`src/rtl/reg_file_pkg.sv`:
```
// Shared constants for the integer register file: data width, address width,
// register count and the hard-wired zero register address.
package reg_file_pkg;

    localparam int          RF_XLEN  = 32;
    localparam int          RF_AW    = 5;
    localparam int          RF_NREGS = 2 ** RF_AW;
    localparam int unsigned X0_ADDR  = 0;

endpackage : reg_file_pkg

```
`src/rtl/rf_scoreboard.sv`:
```
// Pending-write scoreboard: one bit per register (x0 excluded), set on issue,
// cleared on writeback, synchronous active-low reset.
module rf_scoreboard
    import reg_file_pkg::*;
#(
    parameter int AW = RF_AW
) (
    input  logic          clk,
    input  logic          rst_n,
    input  logic          i_set_en,
    input  logic [AW-1:0] i_set_addr,
    input  logic          i_clr_en,
    input  logic [AW-1:0] i_clr_addr,
    input  logic [AW-1:0] i_rd_addr1,
    input  logic [AW-1:0] i_rd_addr2,
    output logic          o_busy1,
    output logic          o_busy2
);

    localparam int NREGS = 2 ** AW;
    localparam logic [AW-1:0] ZERO_ADDR = AW'(X0_ADDR);

    logic [NREGS-1:0] r_pending;
    logic [NREGS-1:0] w_set_mask;
    logic [NREGS-1:0] w_clr_mask;
    logic [NREGS-1:0] w_pending_nxt;

    // Set is OR'd in after the clear, so a same-address issue wins over writeback.
    always_comb begin
        w_set_mask = '0;
        w_clr_mask = '0;
        if (i_set_en && (i_set_addr != ZERO_ADDR)) begin
            w_set_mask[i_set_addr] = 1'b1;
        end
        if (i_clr_en && (i_clr_addr != ZERO_ADDR)) begin
            w_clr_mask[i_clr_addr] = 1'b1;
        end
        w_pending_nxt    = (r_pending & ~w_clr_mask) | w_set_mask;
        w_pending_nxt[0] = 1'b0;
    end

    always_ff @(posedge clk) begin
        if (!rst_n) begin
            r_pending <= '0;
        end else begin
            r_pending <= w_pending_nxt;
        end
    end

    assign o_busy1 = r_pending[i_rd_addr1];
    assign o_busy2 = r_pending[i_rd_addr2];

endmodule : rf_scoreboard

```
`src/rtl/reg_file.sv`:
```
// Two-read/one-write register file with x0 hard-wired to zero and a pending-write
// scoreboard. Define REG_FILE_BYPASS_EN to forward wd3 to a same-cycle read of a3.
module reg_file
    import reg_file_pkg::*;
#(
    parameter int XLEN = RF_XLEN,
    parameter int AW   = RF_AW
) (
    input  logic            clk,
    input  logic            rst_n,
    input  logic [AW-1:0]   a1,
    input  logic [AW-1:0]   a2,
    input  logic [AW-1:0]   a3,
    input  logic [XLEN-1:0] wd3,
    input  logic            we3,
    input  logic            sb_set,
    input  logic [AW-1:0]   sb_addr,
    output logic [XLEN-1:0] rd1,
    output logic [XLEN-1:0] rd2,
    output logic            busy1,
    output logic            busy2
);

    localparam int NREGS = 2 ** AW;
    localparam logic [AW-1:0] ZERO_ADDR = AW'(X0_ADDR);

    logic [XLEN-1:0] r_regs [NREGS];
    logic            w_wr_en;
    logic [XLEN-1:0] w_rd1_stored;
    logic [XLEN-1:0] w_rd2_stored;
    logic            w_pend1;
    logic            w_pend2;
    logic            w_byp1;
    logic            w_byp2;

    assign w_wr_en = we3 && (a3 != ZERO_ADDR);

    always_ff @(posedge clk) begin
        if (!rst_n) begin
            for (int i = 0; i < NREGS; i++) begin
                r_regs[i] <= '0;
            end
        end else if (w_wr_en) begin
            r_regs[a3] <= wd3;
        end
    end

    rf_scoreboard #(
        .AW(AW)
    ) u_scoreboard (
        .clk        (clk),
        .rst_n      (rst_n),
        .i_set_en   (sb_set),
        .i_set_addr (sb_addr),
        .i_clr_en   (we3),
        .i_clr_addr (a3),
        .i_rd_addr1 (a1),
        .i_rd_addr2 (a2),
        .o_busy1    (w_pend1),
        .o_busy2    (w_pend2)
    );

    assign w_rd1_stored = (a1 == ZERO_ADDR) ? '0 : r_regs[a1];
    assign w_rd2_stored = (a2 == ZERO_ADDR) ? '0 : r_regs[a2];

`ifdef REG_FILE_BYPASS_EN
    assign w_byp1 = w_wr_en && (a1 == a3);
    assign w_byp2 = w_wr_en && (a2 == a3);
`else
    assign w_byp1 = 1'b0;
    assign w_byp2 = 1'b0;
`endif

    // Outputs are forced to zero while reset is held, whatever the array contains.
    assign rd1   = !rst_n ? '0 : (w_byp1 ? wd3 : w_rd1_stored);
    assign rd2   = !rst_n ? '0 : (w_byp2 ? wd3 : w_rd2_stored);
    assign busy1 = rst_n && !w_byp1 && w_pend1;
    assign busy2 = rst_n && !w_byp2 && w_pend2;

endmodule : reg_file

```
`config.mk`:
```
export PLATFORM = sky130hd
export DESIGN_NAME = reg_file
export DESIGN_NICKNAME = d
export VERILOG_FILES = /design/src/rtl/reg_file_pkg.sv /design/src/rtl/rf_scoreboard.sv /design/src/rtl/reg_file.sv
export SDC_FILE = /design/constraint.sdc
export NUM_CORES = 2
export LEC_CHECK = 0
export ABC_AREA = 1
export CAP_MARGIN = 20
export CORE_AREA = 10 10 264 392
export CTS_BUF_LIST = sky130_fd_sc_hd__clkbuf_16
export CTS_CLUSTER_SIZE = 24
export DETAILED_ROUTE_END_ITERATION = 7
export DIE_AREA = 0 0 274 402
export PLACE_DENSITY = 0.75
export SYNTH_ARGS = -nofsm -noshare
export SYNTH_HDL_FRONTEND = slang
export SYNTH_SLANG_ARGS = --single-unit
```
`constraint.sdc`:
```
create_clock -name clk -period 4.8 [get_ports clk]
set_input_delay 0.48 -clock clk [delete_from_list [all_inputs] [get_ports clk]]
set_output_delay 0.48 -clock clk [all_outputs]
set_load 0.05 [all_outputs]
```
==> results.yml <==
status:
  status: "completed"
floorplan:
  initial_core_util: 0.615
  core_um2: 96500
  dieArea_um2: 110000
  chipHeight_um: 402
  rows: 140
  io_pins: 122
  die_x_um: 274
pwr:
  powerDensity_nw_per_um2: 341
  pwr-share-clk: 0.351
  p_leak_nw: 28.1
  peakVddDrop_uv: 334
  power_switching_w: 0.00651
  p_seq_frac: 0.487
  sw_frac_of_total: 0.292
  p_int_w: 0.0158
  p_comb_frac: 0.162
worst_setup_path:
  worst-r2r-cell-count: 1
  critPathKind: "primary input to output port"
  crit_arrival_ns: 3.58
  r2r_slack_ns: 4.11
  path_max_fanout: 151
  startpoint_type: "primary input"
  r2r_start: "u_scoreboard.r_pending[29]"
  crit_required_ns: 4.32
  cp-startpoint: "a1[0]"
  r2r-end: "u_scoreboard.r_pending[29]"
  endpoint_kind: "output port"
routing:
  drt_iter0_drc: 10272
  drcViolationCount: 0
  wirelength_um: 236000
  vias_per_cell: 6.55
  wire_per_inst_um: 26.6
  via_count: 58028
  drtPass1Iterations: 8
  route.antenna.remaining_nets: 0
layout:
  nets: 7558
  multi_input_area_um2: 23400
  fin_area_um2: 65300
  layout-area-overhead-vs-synth_pct: 10.1
  layout-drive-gt1-share: 0.0643
  seqCellArea_um2: 31400
  nFillCells: 7791
synth:
  yosys.area.top_type: "edfxtp_1"
  ys_warn_count: 0
  netlist_instances: 7702
  netlist_area_um2: 59300
  synth_area_leaders: "edfxtp_1 52%, nand2_1 15%, nand3_1 11%"
  synth_fa_ha_area_frac: 0
  syn_avg_cell_area_um2: 7.70
  synth-simple-area-share: 0.355
  synth_compound_area_frac: 0.0354
  synth_top_family_by_area: "simple AND/OR/NAND/NOR gates"
  ys_seq_area_frac: 0.529
  synth.distinct_cells: 30
  synth_top_area_frac: 0.518
  synthMuxAreaShare: 0
  synth_seq_cells: 1055
  synth-xor-area-share: 0
clock_tree:
  cts_post_setup_buffers_inserted: 0
  htreeDepth: 3
  cts_sinks: 1055
  tritoncts.num_buffers: 99
  cts_buffer_depth: 3
  post_cts_resized: 0
  cts_tree: "done"
  cts-root-buf: "clkbuf_16"
  clkLatencyLatePin_ns: 0.73
  clk_pin_slew_ns: 0.07
  ctsHoldBuffers: 0
sta:
  finalSetupViolations: 0
  slew_viol_final: 0
  finalHoldViolCount: 0
  rsz0062_at_grt: "no"
  slew_headroom: 0.225
  setup_tns_ns: 0
  fin_hold_ws_ns: 0.353
  skew_ns: 0
  fmax_mhz: 246
  period_needed_ns: 4.06
  fin_crit_sh: 0.845
  tightest_slew_ns: 1.16
placement:
  gp_congestion: 0.989
  dp.final_hpwl_um: 129000
  portBuffers: 121
  dpl_cell_area_um2: 61900
min_path:
  min_path_cells: 3
  min_path_type: "primary input to flop"
  worstHoldStart: "rst_n"
  holdPathEnd: "u_scoreboard.r_pending[12]"
grt:
  grt_max_degree: 152
  antenna_found_initial: 4
  grt-ovfl-total: 0
  grt_pass1_vias: 55108
  grt_pass1_wl_um: 344000
  track_usage: 0.418
flow_run:
  drv_cap: 0
[cells in the final DEF (no fill, tap or decap), types with 4 or more instances in the layout]
master,instances
inv_6,6
edfxtp_1,1024
o22ai_1,12
buf_16,18
clkinv_2,21
clkinv_1,33
o21ai_0,173
o211ai_1,7
nand2_2,33
clkdlybuf4s50_1,44
nand2_1,2371
inv_2,17
nand3_1,1291
clkbuf_16,101
nor2_1,1362
nor3_1,4
buf_12,97
buf_4,135
a21oi_1,211
dfxtp_1,31
nand4_1,24
bufinv_16,7
conb_1,32
nor2_2,11
inv_1,471
nand3_2,16
buf_8,5
[metal layers]
metal	global-route usage	vias to the layer above	part of all wire
met5	0	-	0.00020
met1	0.498	26648	0.31
li1	-	24553	-
met2	0.632	5448	0.44
met4	0.310	8	0.088
met3	0.130	1371	0.16
[layout make-up]
cell class | count | share of cell area
diodes | 1 | 0.0000383
clock buffers | 101 | 0.0387
clock inverters | 82 | 0.00860
inverters | 479 | 0.0283
multi-input cells | 5563 | 0.358
flip-flops and latches | 1055 | 0.480
well taps | 1278 | 0.0245
repair buffers | 304 | 0.0614
[worst max-delay path by stage]
stage | endpoint | slack, ns | cells past startpoint
floorplan | r_regs[9][0] | 1.23 | 3
global placement | rd2[16] | 1.01 | 12
detailed placement | rd2[16] | 1.01 | 12
CTS | rd2[16] | 0.99 | 12
global route | rd2[19] | 0.78 | 11
finish | rd1[6] | 0.74 | 12
[per-stage QoR]
step,setup WS [ns],instances,power [W],utilization
6_report,0.742,8863,0.0223,0.677
3_5_place_dp,1.01,8666,0.0144,0.642
3_3_place_gp,1.01,8656,0.0143,0.639
4_1_cts,0.986,8849,0.0220,0.674
2_1_floorplan,1.23,7733,0.0130,-
5_1_grt,0.781,8862,0.0228,0.677
[power by group through the flow]
| stage | combinational [W] | clock [W] | sequential [W] |
|---|---|---|---|
| after floorplan | 0.00206 | 0 | 0.0110 |
| after global placement | 0.00333 | 0 | 0.0110 |
| after detailed placement | 0.00339 | 0 | 0.0110 |
| after CTS | 0.00341 | 0.00775 | 0.0108 |
| after global routing | 0.00378 | 0.00811 | 0.0109 |
| final | 0.00361 | 0.00782 | 0.0109 |
[sequential cells by signal, indices dropped and copies added (netlist names)]
name,count
u_scoreboard.r_pending,31
r_regs,1024
[synth_stat cells, drive strengths merged]
library cell,instances
a21oi,211
nor3,7
o21a,2
buf,346
o211ai,7
dfxtp,31
o22ai,12
conb,1
nand3,1307
inv,476
nand2,2404
nand4,27
a32o,1
clkinv,3
edfxtp,1024
nor2,1375
clkbuf,290
o21ai,178
[kinds of logic (layout without fill, tap and decap cells)]
family	after synthesis	after routing
and+or+nand+nor	5120	5120
buffers and inverters	1115	966
DFF	1055	1055
AOI/OAI and AO/OA	411	411
other	1	33
[worst max-delay path: stages]
cell     delay (ns)
buf_8          0.27
inv_16         0.52
buf_4          0.47
nand2_1        0.09
nand3_1        0.09
nand3_1        0.09
nand2_1        0.09
nand2_1        0.07
nand3_1        0.40
nand2_1        0.17
nor2_1         0.38
buf_12         0.20
No activity file was read; power rests on OpenSTA's default activity.
